### src/rtl/src_ctrl_sequencer.sv
// Control-step sequencer for the Mini SRC datapath: fetch T0-T2, decode at T3,
// then a per-class execute sequence, with a memory-ready stall and a retire counter.
module src_ctrl_sequencer #(
    parameter int               OPC_W       = 5,
    parameter int               ALU_W       = 5,
    parameter logic [ALU_W-1:0] ALU_ADD     = 5'b00001,
    parameter logic [ALU_W-1:0] ALU_SUB     = 5'b00010,
    parameter logic [ALU_W-1:0] ALU_AND     = 5'b00011,
    parameter logic [ALU_W-1:0] ALU_OR      = 5'b00100,
    parameter int               MEM_HS      = 1,
    parameter int               MEM_TIMEOUT = 15,
    parameter int               CNT_W       = 16
) (
    input  logic             clk,
    input  logic             clr,
    input  logic             run,
    input  logic [31:0]      ir,
    input  logic             mem_rdy,
    output logic             pc_out,
    output logic             mar_en,
    output logic             pc_inc,
    output logic             read,
    output logic             write,
    output logic             mdr_en,
    output logic             mdr_out,
    output logic             ir_en,
    output logic             gra,
    output logic             grb,
    output logic             grc,
    output logic             r_in,
    output logic             r_out,
    output logic             ba_out,
    output logic             c_out,
    output logic             y_en,
    output logic             z_en,
    output logic             zlo_out,
    output logic [ALU_W-1:0] alu_control,
    output logic [3:0]       step,
    output logic             busy,
    output logic             illegal,
    output logic             mem_err,
    output logic [CNT_W-1:0] retired
);

    // State encoding doubles as the step code seen on the step output.
    typedef enum logic [3:0] {
        S_T0   = 4'h0,
        S_T1   = 4'h1,
        S_T2   = 4'h2,
        S_T3   = 4'h3,
        S_T4   = 4'h4,
        S_T5   = 4'h5,
        S_T6   = 4'h6,
        S_T7   = 4'h7,
        S_HALT = 4'hE,
        S_IDLE = 4'hF
    } state_t;

    typedef enum logic [2:0] {
        C_NONE = 3'd0,
        C_RALU = 3'd1,
        C_IALU = 3'd2,
        C_LDI  = 3'd3,
        C_LD   = 3'd4,
        C_ST   = 3'd5
    } cls_t;

    localparam logic [OPC_W-1:0] OP_LD   = OPC_W'(0);
    localparam logic [OPC_W-1:0] OP_LDI  = OPC_W'(1);
    localparam logic [OPC_W-1:0] OP_ST   = OPC_W'(2);
    localparam logic [OPC_W-1:0] OP_ADD  = OPC_W'(3);
    localparam logic [OPC_W-1:0] OP_SUB  = OPC_W'(4);
    localparam logic [OPC_W-1:0] OP_AND  = OPC_W'(5);
    localparam logic [OPC_W-1:0] OP_OR   = OPC_W'(6);
    localparam logic [OPC_W-1:0] OP_ADDI = OPC_W'(12);
    localparam logic [OPC_W-1:0] OP_ANDI = OPC_W'(13);
    localparam logic [OPC_W-1:0] OP_ORI  = OPC_W'(14);
    localparam logic [OPC_W-1:0] OP_NOP  = OPC_W'(26);
    localparam logic [OPC_W-1:0] OP_HALT = OPC_W'(27);

    localparam int               TO_W    = (MEM_TIMEOUT > 2) ? $clog2(MEM_TIMEOUT) : 1;
    localparam logic [TO_W-1:0]  TO_LAST = TO_W'(MEM_TIMEOUT - 1);

    state_t           state, next_state;
    cls_t             cls_q, dec_cls;
    logic [ALU_W-1:0] alu_q, dec_alu;
    logic [TO_W-1:0]  wait_cnt;
    logic [CNT_W-1:0] retired_q;
    logic             illegal_q, mem_err_q;
    logic             dec_nop, dec_halt, dec_ill;
    logic             mem_step, mem_wait, timeout;
    logic             eoi, set_ill, set_err;
    logic [OPC_W-1:0] opc;
    logic             unused_ir;

    assign opc       = ir[31 -: OPC_W];
    assign unused_ir = ^ir[31-OPC_W:0];

    always_comb begin
        dec_cls  = C_NONE;
        dec_alu  = '0;
        dec_nop  = 1'b0;
        dec_halt = 1'b0;
        dec_ill  = 1'b0;
        case (opc)
            OP_LD:   begin dec_cls = C_LD;   dec_alu = ALU_ADD; end
            OP_LDI:  begin dec_cls = C_LDI;  dec_alu = ALU_ADD; end
            OP_ST:   begin dec_cls = C_ST;   dec_alu = ALU_ADD; end
            OP_ADD:  begin dec_cls = C_RALU; dec_alu = ALU_ADD; end
            OP_SUB:  begin dec_cls = C_RALU; dec_alu = ALU_SUB; end
            OP_AND:  begin dec_cls = C_RALU; dec_alu = ALU_AND; end
            OP_OR:   begin dec_cls = C_RALU; dec_alu = ALU_OR;  end
            OP_ADDI: begin dec_cls = C_IALU; dec_alu = ALU_ADD; end
            OP_ANDI: begin dec_cls = C_IALU; dec_alu = ALU_AND; end
            OP_ORI:  begin dec_cls = C_IALU; dec_alu = ALU_OR;  end
            OP_NOP:  dec_nop  = 1'b1;
            OP_HALT: dec_halt = 1'b1;
            default: dec_ill  = 1'b1;
        endcase
    end

    // Memory handshake: a read/write step holds its controls until mem_rdy is
    // sampled high at a rising edge; mem_rdy high on entry gives a one-cycle step.
    assign mem_step = (state == S_T1) ||
                      (state == S_T6 && cls_q == C_LD) ||
                      (state == S_T7 && cls_q == C_ST);
    assign mem_wait = (MEM_HS != 0) && mem_step && !mem_rdy;
    assign timeout  = mem_wait && (wait_cnt == TO_LAST);

    always_comb begin
        next_state = state;
        eoi        = 1'b0;
        set_ill    = 1'b0;
        set_err    = 1'b0;
        case (state)
            S_IDLE: if (run) next_state = S_T0;
            S_T0:   next_state = S_T1;
            S_T1:   next_state = S_T2;
            S_T2:   next_state = S_T3;
            S_T3: begin
                if (dec_nop) begin
                    eoi = 1'b1;
                end else if (dec_halt) begin
                    next_state = S_HALT;
                end else if (dec_ill) begin
                    set_ill    = 1'b1;
                    next_state = S_HALT;
                end else begin
                    next_state = S_T4;
                end
            end
            S_T4:   next_state = S_T5;
            S_T5: begin
                if (cls_q == C_LD || cls_q == C_ST) next_state = S_T6;
                else eoi = 1'b1;
            end
            S_T6:   next_state = S_T7;
            S_T7:   eoi = 1'b1;
            S_HALT: next_state = S_HALT;
            default: next_state = S_IDLE;
        endcase
        if (eoi) next_state = run ? S_T0 : S_IDLE;
        // A stall overrides the normal advance, including the end of a store.
        if (mem_wait) begin
            eoi = 1'b0;
            if (timeout) begin
                set_err    = 1'b1;
                next_state = S_HALT;
            end else begin
                next_state = state;
            end
        end
    end

    always_ff @(posedge clk) begin
        if (!clr) begin
            state     <= S_IDLE;
            cls_q     <= C_NONE;
            alu_q     <= '0;
            wait_cnt  <= '0;
            retired_q <= '0;
            illegal_q <= 1'b0;
            mem_err_q <= 1'b0;
        end else begin
            state <= next_state;
            if (state == S_T3) begin
                cls_q <= dec_cls;
                alu_q <= dec_alu;
            end
            wait_cnt <= (mem_wait && !timeout) ? wait_cnt + TO_W'(1) : '0;
            if (eoi)     retired_q <= retired_q + CNT_W'(1);
            if (set_ill) illegal_q <= 1'b1;
            if (set_err) mem_err_q <= 1'b1;
        end
    end

    // Moore outputs; T3 follows the opcode already held in ir.
    always_comb begin
        pc_out      = 1'b0;
        mar_en      = 1'b0;
        pc_inc      = 1'b0;
        read        = 1'b0;
        write       = 1'b0;
        mdr_en      = 1'b0;
        mdr_out     = 1'b0;
        ir_en       = 1'b0;
        gra         = 1'b0;
        grb         = 1'b0;
        grc         = 1'b0;
        r_in        = 1'b0;
        r_out       = 1'b0;
        ba_out      = 1'b0;
        c_out       = 1'b0;
        y_en        = 1'b0;
        z_en        = 1'b0;
        zlo_out     = 1'b0;
        alu_control = '0;
        case (state)
            S_T0: begin pc_out = 1'b1; mar_en = 1'b1; pc_inc = 1'b1; end
            S_T1: begin read = 1'b1; mdr_en = 1'b1; end
            S_T2: begin mdr_out = 1'b1; ir_en = 1'b1; end
            S_T3: begin
                if (dec_cls == C_RALU || dec_cls == C_IALU) begin
                    grb = 1'b1; r_out = 1'b1; y_en = 1'b1;
                end else if (dec_cls != C_NONE) begin
                    grb = 1'b1; ba_out = 1'b1; y_en = 1'b1;
                end
            end
            S_T4: begin
                z_en        = 1'b1;
                alu_control = alu_q;
                if (cls_q == C_RALU) begin
                    grc = 1'b1; r_out = 1'b1;
                end else begin
                    c_out = 1'b1;
                end
            end
            S_T5: begin
                zlo_out = 1'b1;
                if (cls_q == C_LD || cls_q == C_ST) begin
                    mar_en = 1'b1;
                end else begin
                    gra = 1'b1; r_in = 1'b1;
                end
            end
            S_T6: begin
                mdr_en = 1'b1;
                if (cls_q == C_ST) begin
                    gra = 1'b1; r_out = 1'b1;
                end else begin
                    read = 1'b1;
                end
            end
            S_T7: begin
                if (cls_q == C_ST) begin
                    write = 1'b1;
                end else begin
                    mdr_out = 1'b1; gra = 1'b1; r_in = 1'b1;
                end
            end
            default: ;
        endcase
    end

    assign step    = state;
    assign busy    = ~state[3];
    assign illegal = illegal_q;
    assign mem_err = mem_err_q;
    assign retired = retired_q;

endmodule
### config.mk
export PLATFORM = sky130hd
export DESIGN_NAME = src_ctrl_sequencer
export DESIGN_NICKNAME = d
export VERILOG_FILES = /design/src/rtl/src_ctrl_sequencer.sv
export SDC_FILE = /design/constraint.sdc
export NUM_CORES = 1
export LEC_CHECK = 0
export CORE_UTILIZATION = 30
export DETAILED_ROUTE_END_ITERATION = 12
export PLACE_DENSITY = 0.6
export SYNTH_ARGS = -nofsm -noshare
export SYNTH_HDL_FRONTEND = slang
export SYNTH_SLANG_ARGS = --single-unit
### constraint.sdc
create_clock -name clk -period 5.05 [get_ports clk]
set_clock_uncertainty 0.05 [all_clocks]
set_input_delay 0.7575 -clock clk [delete_from_list [all_inputs] [get_ports clk]]
set_output_delay 0.7575 -clock clk [all_outputs]
set_load 0.01 [all_outputs]
==> qor.yml <==
die:
  rows: 29
  die-area_um2: 7090
  start_util_pct: 31.6
  core_um2: 6420
  die_w_um: 84.2
  fp.dieH_um: 84.2
  io_pins: 82
placement:
  pre_cts_slack_ns: 1.57
  dp_hpwl_um: 3450
  gp_congestion: 0.778
  dp.cells: 363
  io_buffers: 52
synth:
  synth-warning-count: 0
  yosysMostFrequentCell: "dfxtp_1"
  avgSynthCellArea_um2: 8.05
  synthTopCellsByCount: "dfxtp_1, nand2_1, nor2_1"
  synth-edff-count: 0
  ys_seq_area_share_pct: 31.6
  async_reset_ff_share_pct: 0
  syn_area_um2: 2030
  yosysTopAreaCell: "dfxtp_1"
  synth.top_cells.by_area: "dfxtp_1, nand2_1, and2_1"
  ys_seq_elements: 32
  synth_cells: 252
  synth_cell_types: 53
  synth_top_flop_cell: "dfxtp_1"
  synth_top_area_share_pct: 31.6
clocking:
  clk_path_buf_depth: 2
  numCtsBuffers: 5
  ctsHoldBuffers: 0
  cts.clk_slew.worst_paths_ns: 0.06
  cts_setup_buffers: 0
  insertion_delay_ns: 0.28
  tritoncts_num_sinks: 32
  cts_root_buf: "clkbuf_8"
  ctsResizeCount: 0
  htreeDepth: 2
  tritoncts: "yes"
power:
  power.share.combinational_pct: 34.7
  clkPwrFrac_pct: 27.7
  seq_power_share_pct: 37.6
  powerDensity_nw_per_um2: 332
  ir_worst_vdd_v: 0.000141
  p_int_mw: 0.558
  p_sw_share_pct: 36.5
  power.leakage_nw: 0.984
  p_switching_mw: 0.320
setup_path:
  slowest_delay_ns: 0.60
  path_cells: "clkdlybuf4s50_1, a21boi_0, o21bai_1, nor2_1, clkdlybuf4s50_1"
  critPathLaunchType: "input port"
  timing.reg2reg.setup_slack_ns: 2.65
  worstSetupPathType: "input port to output port"
  critical_path_peak_fanout: 12
  arrival_ns: 2.69
  critical_path.slowest_cell: "clkdlybuf4s50_1"
  cp.required_ns: 4.24
  cp-end-kind: "output port"
  crit_path_frequent_cell: "clkdlybuf4s50_1"
timing:
  rsz0062_at_grt: "no"
  fin_tns_setup_ns: 0
  slew_viol_final: 0
  hold_violations: 0
  setup-violations-final: 0
  relSlewSlack_pct: 55.3
  period_share_pct: 69.2
  holdWs_ns: 0.414
  post-route-min-period_ns: 3.50
  timing.fmax_ghz: 0.286
  layout_setup_ws_ns: 1.55
  worst_pin_slew_ns: 0.670
routing:
  vias: 1868
  antenna_left: 0
  wl_per_cell_um: 12.8
  drc: 6
  finalWirelength_um: 4730
  dr.pass1.iters: 8
  viasPerCell: 5.04
  drtIter0Drc: 90
cells_and_area:
  num-nets-final: 332
  num_antenna_cells: 0
  seq_area_um2: 641
  drive_above_1_share_pct: 7.48
  fillers: 654
  area_delta_synth_final_pct: 30.5
  final_cells: 371
  multiInputGateArea_um2: 1240
grt:
  grt_pass1_wl_um: 7780
  grtUsageTotal_pct: 13.4
  met2_usage_pct: 21.7
  antenna_found_initial: 0
  met1_usage_pct: 17.8
  grt_use_met3_pct: 2.06
  busiest_layer: "met2"
  grt_start_max_net_pins: 39
  grt-ovfl-total: 0
  grt_pass1_vias: 1671
run:
  maxCapViolCount: 0
outcome:
  outcome: "finished with violations"
  violations: "design-rule violations"
worst_hold_path:
  worstHoldPathType: "register to register"
[final timing paths]
check               from          end  cells after the start
max reg2reg      step[1]  retired[11]                      5
max               ir[27]          grb                      5
min          wait_cnt[0]  wait_cnt[0]                      1
min reg2reg  wait_cnt[0]  wait_cnt[0]                      1
[power groups by stage]
stage	clock, mW	combinational (mW)	sequential [mW]
finish	0.244	0.305	0.330
global route	0.262	0.338	0.335
CTS	0.253	0.307	0.330
detailed placement	0	0.305	0.335
global placement	0	0.305	0.336
floorplan	0	0.237	0.306
[flip-flops by register name (all words and copies together) (netlist names)]
signal and flops:
retired 16, alu_q 3, illegal 1, wait_cnt 4, cls_q 3, mem_err 1
step 4
[stage by stage]
step / total power, mW / instance area [µm²] / utilization, %
floorplan: 0.542 / 2030 / -
global placement: 0.641 / 2540 / 39.5
detailed placement: 0.641 / 2540 / 39.5
CTS: 0.889 / 2650 / 41.2
global route: 0.936 / 2650 / 41.2
finish: 0.879 / 2650 / 41.2
[critical path, delay by kind of cell]
kind,cells,cell delay [ns]
buffers and inverters,2,1.17
AOI/OAI and AO/OA,2,0.58
and+or+nand+nor,1,0.19
[metal layers]
metal	vias to the layer above	share of wire, %
li1	960	-
met1	860	48
met2	44	46
met3	4	4.5
met4	0	1.1
met5	-	0
[kinds of logic after synthesis]
kind of cell | count (synthesis) | share of synthesized area [%]
DFF | 32 | 31.6
and+or+nand+nor | 128 | 35.8
xor gates and xnor gates | 10 | 4.32
adders and majority gates | 3 | 1.85
muxes | 7 | 3.45
other | 1 | 0.185
AOI/OAI and AO/OA | 43 | 15.4
buffers and inverters | 28 | 7.40
[placed cells by master, fill, tap and decap left out, types with 3 or more instances in the layout]
cell type | Yosys | final
o21ai_0 | 5 | 5
dfxtp_1 | 32 | 32
nor4_1 | 5 | 5
clkdlybuf4s50_1 | 0 | 52
ha_1 | 3 | 3
xnor2_1 | 5 | 5
and3_1 | 5 | 5
nor3b_1 | 3 | 3
mux2i_1 | 7 | 7
nor2_1 | 19 | 19
nand2_1 | 30 | 30
nand2b_1 | 10 | 10
nor3_1 | 7 | 7
and2_1 | 12 | 12
a21oi_1 | 11 | 11
a31oi_1 | 3 | 3
clkbuf_8 | 0 | 5
a21boi_0 | 5 | 5
nor4_2 | 4 | 4
nand3_1 | 12 | 12
inv_1 | 8 | 8
nor2b_1 | 7 | 7
xor2_1 | 5 | 5
[layout make-up]
| type | instances | area share (%) |
|---|---|---|
| Tap cell | 77 | 3.64 |
| Timing Repair Buffer | 53 | 19.9 |
| Clock buffer | 5 | 2.60 |
| Clock inverter | 3 | 1.61 |
| Sequential cell | 32 | 24.2 |
| Inverter | 8 | 1.13 |
| Multi-Input combinational cell | 193 | 46.9 |
No activity file was read; power rests on OpenSTA's default activity.
